[src/rtl/mem_arbiter.sv]
// Two-requester bus arbiter: CPU has priority, DMA is forced in after a run of
// contended CPU grants. Each grant drives the bus for ACCESS_CYCLES, then acks.
module mem_arbiter #(
    parameter int ACCESS_CYCLES = 2,
    parameter int MAX_CPU_BURST = 4
) (
    input  logic        i_clk,
    input  logic        i_reset,

    input  logic        i_CPU_req,
    input  logic [18:0] i_CPU_addr,
    input  logic [15:0] i_CPU_write,
    input  logic        i_CPU_we,
    input  logic        i_CPU_be,
    output logic [15:0] o_CPU_read,
    output logic        o_CPU_ack,

    input  logic        i_DMA_req,
    input  logic [18:0] i_DMA_addr,
    input  logic [15:0] i_DMA_write,
    input  logic        i_DMA_we,
    input  logic        i_DMA_be,
    output logic [15:0] o_DMA_read,
    output logic        o_DMA_ack,

    output logic [18:0] o_BUS_addr,
    output logic [15:0] o_BUS_write,
    output logic        o_BUS_we,
    output logic        o_BUS_re,
    output logic        o_BUS_be,
    input  logic [15:0] i_BUS_read,

    output logic        o_busy
);

    localparam int CNT_W    = (ACCESS_CYCLES > 1) ? $clog2(ACCESS_CYCLES) : 1;
    localparam int STREAK_W = $clog2(MAX_CPU_BURST + 1);
    localparam logic [CNT_W-1:0]    CNT_LOAD   = CNT_W'(ACCESS_CYCLES - 1);
    localparam logic [STREAK_W-1:0] STREAK_MAX = STREAK_W'(MAX_CPU_BURST);

    typedef enum logic [1:0] {
        S_IDLE   = 2'd0,
        S_ACCESS = 2'd1,
        S_DONE   = 2'd2
    } state_t;

    typedef enum logic {
        OWN_CPU = 1'b0,
        OWN_DMA = 1'b1
    } owner_t;

    state_t              state_q,    state_d;
    owner_t              owner_q,    owner_d;
    logic [CNT_W-1:0]    cnt_q,      cnt_d;
    logic [STREAK_W-1:0] streak_q,   streak_d;
    logic [18:0]         addr_q,     addr_d;
    logic [15:0]         wdata_q,    wdata_d;
    logic                we_q,       we_d;
    logic                be_q,       be_d;
    logic [15:0]         cpu_read_q, cpu_read_d;
    logic [15:0]         dma_read_q, dma_read_d;

    logic dma_wins;

    // DMA only beats a pending CPU request once the CPU has used up its burst.
    assign dma_wins = i_DMA_req && (!i_CPU_req || (streak_q == STREAK_MAX));

    always_ff @(posedge i_clk) begin
        if (i_reset) begin
            state_q    <= S_IDLE;
            owner_q    <= OWN_CPU;
            cnt_q      <= '0;
            streak_q   <= '0;
            addr_q     <= '0;
            wdata_q    <= '0;
            we_q       <= 1'b0;
            be_q       <= 1'b0;
            cpu_read_q <= '0;
            dma_read_q <= '0;
        end else begin
            state_q    <= state_d;
            owner_q    <= owner_d;
            cnt_q      <= cnt_d;
            streak_q   <= streak_d;
            addr_q     <= addr_d;
            wdata_q    <= wdata_d;
            we_q       <= we_d;
            be_q       <= be_d;
            cpu_read_q <= cpu_read_d;
            dma_read_q <= dma_read_d;
        end
    end

    always_comb begin
        state_d    = state_q;
        owner_d    = owner_q;
        cnt_d      = cnt_q;
        streak_d   = streak_q;
        addr_d     = addr_q;
        wdata_d    = wdata_q;
        we_d       = we_q;
        be_d       = be_q;
        cpu_read_d = cpu_read_q;
        dma_read_d = dma_read_q;

        unique case (state_q)
            S_IDLE: begin
                if (dma_wins) begin
                    owner_d  = OWN_DMA;
                    addr_d   = i_DMA_addr;
                    wdata_d  = i_DMA_write;
                    we_d     = i_DMA_we;
                    be_d     = i_DMA_be;
                    cnt_d    = CNT_LOAD;
                    streak_d = '0;
                    state_d  = S_ACCESS;
                end else if (i_CPU_req) begin
                    owner_d  = OWN_CPU;
                    addr_d   = i_CPU_addr;
                    wdata_d  = i_CPU_write;
                    we_d     = i_CPU_we;
                    be_d     = i_CPU_be;
                    cnt_d    = CNT_LOAD;
                    state_d  = S_ACCESS;
                    // Streak only grows while DMA is actually being held off.
                    if (!i_DMA_req) begin
                        streak_d = '0;
                    end else if (streak_q != STREAK_MAX) begin
                        streak_d = streak_q + STREAK_W'(1);
                    end
                end
            end
            S_ACCESS: begin
                if (cnt_q == '0) begin
                    if (!we_q) begin
                        if (owner_q == OWN_DMA) begin
                            dma_read_d = i_BUS_read;
                        end else begin
                            cpu_read_d = i_BUS_read;
                        end
                    end
                    state_d = S_DONE;
                end else begin
                    cnt_d = cnt_q - CNT_W'(1);
                end
            end
            S_DONE: begin
                state_d = S_IDLE;
            end
            default: begin
                state_d = S_IDLE;
            end
        endcase
    end

    always_comb begin
        o_BUS_addr  = '0;
        o_BUS_write = '0;
        o_BUS_we    = 1'b0;
        o_BUS_re    = 1'b0;
        o_BUS_be    = 1'b0;
        if (state_q == S_ACCESS) begin
            o_BUS_addr  = addr_q;
            o_BUS_write = wdata_q;
            o_BUS_we    = we_q;
            o_BUS_re    = !we_q;
            o_BUS_be    = be_q;
        end
    end

    assign o_CPU_ack  = (state_q == S_DONE) && (owner_q == OWN_CPU);
    assign o_DMA_ack  = (state_q == S_DONE) && (owner_q == OWN_DMA);
    assign o_CPU_read = cpu_read_q;
    assign o_DMA_read = dma_read_q;
    assign o_busy     = (state_q != S_IDLE);

endmodule
[config.mk]
export PLATFORM = sky130hd
export DESIGN_NAME = mem_arbiter
export DESIGN_NICKNAME = d
export VERILOG_FILES = /design/src/rtl/mem_arbiter.sv
export SDC_FILE = /design/constraint.sdc
export NUM_CORES = 1
export LEC_CHECK = 0
export ABC_AREA = 1
export BUFFER_PORTS_ARGS = -buffer_cell sky130_fd_sc_hd__buf_4
export CAP_MARGIN = 20
export CORE_AREA = 2 2 79 100
export CTS_BUF_LIST = sky130_fd_sc_hd__clkbuf_4 sky130_fd_sc_hd__clkbuf_8 sky130_fd_sc_hd__clkbuf_16
export CTS_CLUSTER_DIAMETER = 50
export DETAILED_ROUTE_END_ITERATION = 16
export DIE_AREA = 0 0 81 102
export GPL_TIMING_DRIVEN = 0
export HOLD_SLACK_MARGIN = 0.03
export PLACE_DENSITY = 0.94
export SYNTH_ARGS = -nofsm -noshare
export SYNTH_HDL_FRONTEND = slang
export SYNTH_SLANG_ARGS = --single-unit
[constraint.sdc]
create_clock -name i_clk -period 2.2 [get_ports i_clk]
set_input_delay 0.44 -clock i_clk [delete_from_list [all_inputs] [get_ports i_clk]]
set_output_delay 0.44 -clock i_clk [all_outputs]
set_load 0.01 [all_outputs]
# ---- Word-level counts from Yosys, hierarchy flattened
# Index checks and enable logic that the tools add are counted.
# Widths: inputs -> output; s select.
dict set report word_totals {
  reg_bits 76
  latch_bits 0
  ramBits 0
  rom_bits 0
  output_inout_bits 73
  mem_count 0
}
dict set report op_classes {
  add_sub_neg 2
  mul 0
  n_div 0
  magnitude_cmp 0
  eq_ne 7
  shifts 0
  muxes 27
  n_bitwise 3
  reduce_logical 16
}
# op n
set op_table {}
lappend op_table {{$mux 19} 3}
lappend op_table {{$mux 16} 3}
lappend op_table {{$mux 1} 12}
lappend op_table {{$mux 3} 4}
lappend op_table {{$reduce_and 4->1} 2}
lappend op_table {{$mux 2} 3}
lappend op_table {{$ne 3x3->1 const B} 2}
lappend op_table {{$reduce_and 2->1} 3}
lappend op_table {{$reduce_bool 2->1} 3}
lappend op_table {{$pmux 2 s2} 1}
lappend op_table {{$add 3x1->3 const B} 1}
lappend op_table {{$eq 3x3->1 const B} 1}
lappend op_table {{$logic_and 1x1->1} 3}
lappend op_table {{$ne 3x1->1 const B} 1}
lappend op_table {{$not 1->1} 3}
lappend op_table {{$reduce_and 3->1} 1}
lappend op_table {{$eq 2x1->1 const B} 1}
lappend op_table {{$eq 2x2->1 const B} 1}
lappend op_table {{$logic_not 1->1} 2}
lappend op_table {{$logic_not 2->1} 1}
lappend op_table {{$ne 2x2->1 const B} 1}
lappend op_table {{$pmux 1 s2} 1}
lappend op_table {{$logic_or 1x1->1} 1}
lappend op_table {{$sub 1x1->1 const B} 1}

# ---- Logic depth before layout (Yosys ltp)
# Gate-level depths: netlist of run 1.
dict set report logic_depth {
  word_depth 5
  ltp_mapped 10
  ltp_nobuf 9
}

# ---- Worst setup path before layout of run 1
# Ideal clock, no wire load.
dict set report synth_path {
  path_kind {reg2out}
  startpoint {register state_q[1]}
  endpoint {output o_BUS_addr[0]}
  t_arrival_ps 975
  setup_slack_ps 785
  stages_incl_launch_ff 5
  cell_sequence {dfxtp_1 > inv_2 > nand2_1 > clkbuf_1 > nor2_1}
}
dict set report synth_via {
  elab_chain_cells 2
}
# item line_no
set synth_lines {}
lappend synth_lines {{start, declared} 52} ;# state_t state_q, state_d;
lappend synth_lines {{start signal, assigned} 81} ;# state_q <= state_d;
lappend synth_lines {{$eq 2x1->1} 162} ;# if (state_q == S_ACCESS) begin
lappend synth_lines {{$mux 19} 162}
lappend synth_lines {{end, declared} 26} ;# output logic [18:0] o_BUS_addr,
# Every way passes these cells.

# ---- Final worst setup path of run 1
dict set report layout_path {
  startpoint {register state_q[1]}
  endpoint {output o_BUS_be}
}
dict set report layout_via {
  elab_chain_cells 2
}
# item line_no
set layout_lines {}
lappend layout_lines {{$eq 2x1->1} 162}
lappend layout_lines {{$mux 1} 162}
lappend layout_lines {{end, declared} 30} ;# output logic o_BUS_be,
# Every way passes these cells.

==> results.toml, run 1 <==
[cts]
clk_path_buf_depth = 2
insertion_delay_ns = 0.34
h-tree-depth = 3
numCtsBuffers = 9
clkSinkCount = 76
hold_buffers = 0
cts_tree = "built"
post_cts_resized = 0
postCtsSetupRepairBufs = 0
clockRootBuffer = "clkbuf_8"
clk_pin_slew_worst_paths_ns = 0.07

[critical_path]
r2r_start = "streak_q[0]"
worst-setup-path-type = "flip-flop to primary output"
worstPathMaxFanout = 10
crit_buf_inv = 3
max_stage_delay_ns = 0.45
cp-end-kind = "primary output"
crit_required_ns = 1.76
cp_slowest_cell = "dfxtp_1"
critPathLaunchType = "flip-flop"
crit_arrival_ns = 1.52
reg2reg_to = "addr_q[18]"
critPathTopFamily = "buffers and inverters"
path_cells = "inv_2, nand2_1, buf_2, nor2_1, buf_4"
reg2reg_setup_slack_ns = 0.48
reg2reg_depth = 10

[power_and_ir_drop]
cellPowerDensity_nw_per_um2 = 683.1
cellLeakagePower_nw = 2.745
pwr-share-clk = 0.305
internal_power_w = 0.002506
peakVddDrop_mv = 0.3756
p_seq_frac = 0.440
switching_power_w = 0.001045
power_switching_share = 0.2942
combPwrFrac = 0.255

[finish]
drive_gt1_frac = 0.2923
layout.nets = 830
area_delta_synth_final_pct = 42.73
fin_cells = 831
antenna_cells = 0

[yosys]
yosysSeqAreaShare = 0.4177
synth_area_um2 = 3642
synth.net_count = 655
ys_ff_latch = 76
synth_cell_type_count = 21
avgSynthCellArea_um2 = 6.516
netlist_instances = 559
yosys_warnings = 0

[die]
row_count = 35
die_h_um = 102
initial_core_util = 0.5010
ios = 167
die_w_um = 81
core_um2 = 7269
die-area_um2 = 8262

[place]
dpl.hpwl_um = 8211
dpl.cell_count = 815
port_buffers = 164
gp_congestion = 0.8235

[drt]
drt_first_iter_violations = 146
via_count = 4102
wl_per_cell_um = 12.36
drt-pass1-iter-count = 5
drc_errors = 0
via_per_inst = 4.936
ant_nets = 0
drt_wl_total_um = 10270

[global_routing]
antenna_found_initial = 0
grt_pass1_vias = 3983
grt_max_degree = 13
grt_usage = 0.2534
grt_pass1_wl_um = 16580
grt-ovfl-total = 0

[timing]
setup_viol = 0
slew_headroom = 0.6942
finalCriticalPeriod_ns = 1.963
hold_viol_final = 0
fin_skew_ns = 0.008914
max_freq_mhz = 509.5
final_max_slew_viol_count = 0
finalCritPeriodShare = 0.8922
rsz0062_at_grt = "no"
tightest_slew_ns = 0.4588
fin_tns_setup_ns = 0

[status]
status = "finished clean"

[hold_path]
hold_path_depth = 3
hp-start = "i_BUS_read[10]"
hold_end = "o_CPU_read[10]"
min_path_type = "input port to flip-flop"

[job]
drv_cap = 0
layout make-up:
| class | count | area [um^2] |
|---|---|---|
| plain buffers | 36 | 187.7 |
| clock buffers | 12 | 158.9 |
| clock inverters | 4 | 47.55 |
| fillers | 587 | 2071 |
| inverters | 87 | 329.1 |
| multi-input cells | 360 | 1608 |
| flip-flops and latches | 76 | 1521 |
| well taps | 92 | 115.1 |
| repair buffers | 164 | 1231 |
layout by cell type (no fill, tap or decap):
| cell type | Yosys | routed |
|---|---|---|
| clkbuf_4 | 0 | 1 |
| bufinv_16 | 0 | 1 |
| o21ai_1 | 20 | 20 |
| nand2_2 | 1 | 1 |
| ha_1 | 2 | 2 |
| nor2_1 | 109 | 109 |
| clkbuf_2 | 0 | 3 |
| nand3_1 | 78 | 78 |
| clkbuf_8 | 0 | 11 |
| buf_4 | 1 | 165 |
| clkinvlp_4 | 0 | 1 |
| nand2_1 | 90 | 90 |
| buf_6 | 3 | 3 |
| clkinv_2 | 2 | 4 |
| nand4_1 | 1 | 1 |
| nand3_4 | 2 | 2 |
| nor2_4 | 2 | 2 |
| nor3_1 | 3 | 3 |
| o21ai_0 | 12 | 12 |
| dfxtp_1 | 76 | 76 |
| buf_2 | 18 | 18 |
| buf_1 | 1 | 1 |
| a21oi_1 | 40 | 40 |
| inv_1 | 81 | 81 |
| inv_2 | 4 | 4 |
| clkbuf_1 | 13 | 10 |
cells by family after synthesis:
| group | Yosys count | share of synthesized area |
|---|---|---|
| DFF | 76 | 0.4177 |
| buffers and inverters | 123 | 0.1408 |
| adders and majority gates | 2 | 0.006869 |
| AOI/OAI and AO/OA | 72 | 0.09894 |
| and+or+nand+nor | 286 | 0.3356 |
flip-flops by register name, summed over array words and instances (netlist names):
register / flops
wdata_q: 16
o_DMA_read: 16
cnt_q: 1
state_q: 2
addr_q: 19
be_q: 1
streak_q: 3
we_q: 1
o_CPU_read: 16
owner_q: 1
synthesized netlist by cell type:
library cell  number  share of area
nor2_1           109           0.11
nand2_1           90          0.093
inv_1             81          0.083
nand3_1           78           0.11
dfxtp_1           76           0.42
a21oi_1           40          0.055
o21ai_1           20          0.027
buf_2             18          0.025
clkbuf_1          13          0.013
o21ai_0           12          0.016
inv_2              4         0.0041
buf_6              3         0.0093
nor3_1             3         0.0041
clkinv_2           2         0.0027
ha_1               2         0.0069
nand3_4            2         0.0096
nor2_4             2         0.0062
buf_1              1         0.0010
buf_4              1         0.0021
nand2_2            1         0.0017
nand4_1            1         0.0017
worst min-delay path, cell delays in order:
cell and delay [ns]:
buf_4 0.08, o21ai_1 0.06, nor2_1 0.07
routing by layer:
| metal | share of wire | up-vias | track usage |
|---|---|---|---|
| li1 | - | 2075 | - |
| met1 | 0.37 | 1803 | 0.2742 |
| met2 | 0.51 | 189 | 0.4609 |
| met3 | 0.080 | 35 | 0.05565 |
| met4 | 0.034 | 0 | 0.1239 |
| met5 | 0 | - | 0 |
worst max path at each step:
stage / start / to / slack, ns / depth (start not counted)
detailed placement: state_q[1] / o_BUS_write[14] / 0.43 / 5
CTS: state_q[1] / o_BUS_write[14] / 0.05 / 5
floorplan: state_q[1] / o_BUS_addr[0] / 0.79 / 4
finish: state_q[1] / o_BUS_be / 0.24 / 5
global route: state_q[0] / o_BUS_write[14] / 0.11 / 4
global placement: state_q[1] / o_BUS_write[14] / 0.44 / 5
through the flow:
stage	instance area (um^2)	power, W	utilization	worst slack, ns	hold WS, ns
floorplan	3642	0.002109	-	0.7855	0.4502
global placement	4989	0.002457	0.6862	0.4351	0.4632
detailed placement	4989	0.002494	0.6862	0.4339	0.4734
CTS	5195	0.003570	0.7146	0.05051	0.3319
global route	5199	0.003748	0.7151	0.1121	0.3357
finish	5199	0.003551	0.7151	0.2372	0.3470
power by group through the flow:
stage | Combinational, W | Sequential, W | Clock (W)
floorplan | 0.000508 | 0.00160 | 0
global placement | 0.000869 | 0.00159 | 0
detailed placement | 0.000900 | 0.00159 | 0
CTS | 0.000905 | 0.00156 | 0.00110
global route | 0.00102 | 0.00157 | 0.00116
finish | 0.000907 | 0.00156 | 0.00108
Note: power is estimated with default switching activity, not from simulation.
==> inputs of run 2 (changes only) <==
--- a/config.mk
+++ b/config.mk
@@ -9,7 +9,6 @@
 export BUFFER_PORTS_ARGS = -buffer_cell sky130_fd_sc_hd__buf_4
 export CAP_MARGIN = 20
 export CORE_AREA = 2 2 79 100
-export CTS_BUF_LIST = sky130_fd_sc_hd__clkbuf_4 sky130_fd_sc_hd__clkbuf_8 sky130_fd_sc_hd__clkbuf_16
 export CTS_CLUSTER_DIAMETER = 50
 export DETAILED_ROUTE_END_ITERATION = 16
 export DIE_AREA = 0 0 81 102
==> run 2 against run 1 <==
Net effect: non-clock buffer count is the same; register-to-register slack is essentially flat; clock skew is essentially flat; clock power is essentially flat; routed wire length grew 0.51%; critical endpoint unchanged; first-iteration DRC count grew 8.9%; maximum frequency shrank 0.11%; sequential cell count is the same.
==> results.toml, run 2 (synthesis results as in run 1) <==
[cts]
clkSinkCount = 76
insertion_delay_ns = 0.34
cts_tree = "built"
h-tree-depth = 3
clockRootBuffer = "clkbuf_8"
clk_path_buf_depth = 2
clk_pin_slew_worst_paths_ns = 0.07
numCtsBuffers = 9

[timing]
rsz0062_at_grt = "no"
hold_viol_final = 0
finalCritPeriodShare = 0.8932
final_max_slew_viol_count = 0
finalCriticalPeriod_ns = 1.965
slew_headroom = 0.6908
fin_tns_setup_ns = 0
max_freq_mhz = 508.9
tightest_slew_ns = 0.4638
fin_skew_ns = 0.008803
setup_viol = 0

[finish]
fillCellCount = 587
antenna_cells = 0
area_delta_synth_final_pct = 42.63
layout.nets = 830
drive_gt1_frac = 0.2909
largest_register_ffs = 19
layout.cells.most_common = "buf_4"
regMostFlops = "addr_q"
fin_cells = 831
layout_common_cells = "buf_4 (165), nor2_1 (109), nand2_1 (90)"

[global_routing]
grt_pass1_vias = 3980
grt_max_degree = 13
antenna_found_initial = 0
grt-ovfl-total = 0
grt_pass1_wl_um = 16590
grt_usage = 0.2540

[critical_path]
worst-setup-path-type = "flip-flop to primary output"
crit_required_ns = 1.76
cp_slowest_cell = "dfxtp_1"
crit_buf_inv = 3
worstPathMaxFanout = 10
cp-end-kind = "primary output"
critPathLaunchType = "flip-flop"
path_cells = "inv_2, nand2_1, buf_2, nor2_1, buf_4"
critPathTopFamily = "buffers and inverters"
crit_arrival_ns = 1.53
max_stage_delay_ns = 0.45

[drt]
wl_met2_um = 5232
ant_nets = 0
wl_met1_um = 3947
wl_met3_um = 807
drt_first_iter_violations = 159
wl_per_cell_um = 12.42
via_per_inst = 4.917
via_count = 4086
drt_wl_total_um = 10320
drc_errors = 0
drt-pass1-iter-count = 4
highest_layer = "met4"

[die]
initial_core_util = 0.5010
core_um2 = 7269
die_w_um = 81
ios = 167
die-area_um2 = 8262
row_count = 35
die_h_um = 102

[job]
drv_cap = 0

[power_and_ir_drop]
cellLeakagePower_nw = 2.742
peakVddDrop_mv = 0.3763
cellPowerDensity_nw_per_um2 = 682.1

[place]
port_buffers = 164
dpl.cell_count = 815
dpl.hpwl_um = 8211
gp_congestion = 0.8235

[status]
status = "finished clean"

[hold_path]
min_path_type = "input port to flip-flop"
run 2: cell counts in the layout (fill, tap and decap cells not counted):
Identical to the previous run, type by type.
run 2: stage by stage:
| stage | total power (W) | cell area, um^2 | hold WS (ns) | utilization | worst slack (ns) |
|---|---|---|---|---|---|
| after floorplan | 0.002109 | 3642 | 0.4502 | - | 0.7855 |
| after global placement | 0.002457 | 4989 | 0.4632 | 0.6862 | 0.4351 |
| after detailed placement | 0.002494 | 4989 | 0.4734 | 0.6862 | 0.4339 |
| after CTS | 0.003558 | 5191 | 0.3315 | 0.7141 | 0.04958 |
| after global routing | 0.003736 | 5195 | 0.3346 | 0.7146 | 0.1104 |
| final | 0.003543 | 5195 | 0.3456 | 0.7146 | 0.2349 |
run 2: final cells by class:
class / instances / area (um^2) / area share
Multi-Input combinational cell: 360 / 1608 / 0.3095
Sequential cell: 76 / 1521 / 0.2929
Timing Repair Buffer: 164 / 1231 / 0.2370
Inverter: 87 / 329.1 / 0.06334
Buffer: 36 / 187.7 / 0.03613
Clock buffer: 12 / 155.1 / 0.02987
Tap cell: 92 / 115.1 / 0.02216
Clock inverter: 4 / 47.55 / 0.009152
run 2: tightest hold or removal path: cells and delay by family:
family          cells  cell delay [ns]
simple gates        1             0.07
buf+inv             1             0.08
compound gates      1             0.06
run 2: what timing repair did:
item	4_1_cts	5_1_grt
resized for setup	0	6
setup endpoints to repair	0	23
hold buffers	0	0
setup buffers	0	0
endpoints found under the hold margin	0	0
run 2: routing by layer:
metal | global-route usage | vias to the layer above
met4 | 0.1278 | 0
met1 | 0.2742 | 1796
li1 | - | 2074
met3 | 0.05565 | 32
met5 | 0 | -
met2 | 0.4609 | 184
run 2: worst paths after layout:
check                 startpoint        endpoint  slack [ns]  cells after the start
setup / recovery      state_q[1]        o_BUS_be        0.23                      5
hold / removal    i_BUS_read[10]  o_CPU_read[10]        0.35                      3
setup reg to reg     streak_q[0]      addr_q[18]        0.47                     10
hold reg to reg   o_DMA_read[14]  o_DMA_read[14]        0.49                      2
run 2: power by group:
group	internal, W	leakage (nW)	switching, W	total (W)
Clock	0.000583	0.102	0.000490	0.00107
Sequential	0.00151	0.625	0.0000542	0.00156
Combinational	0.000403	2.01	0.000505	0.000908
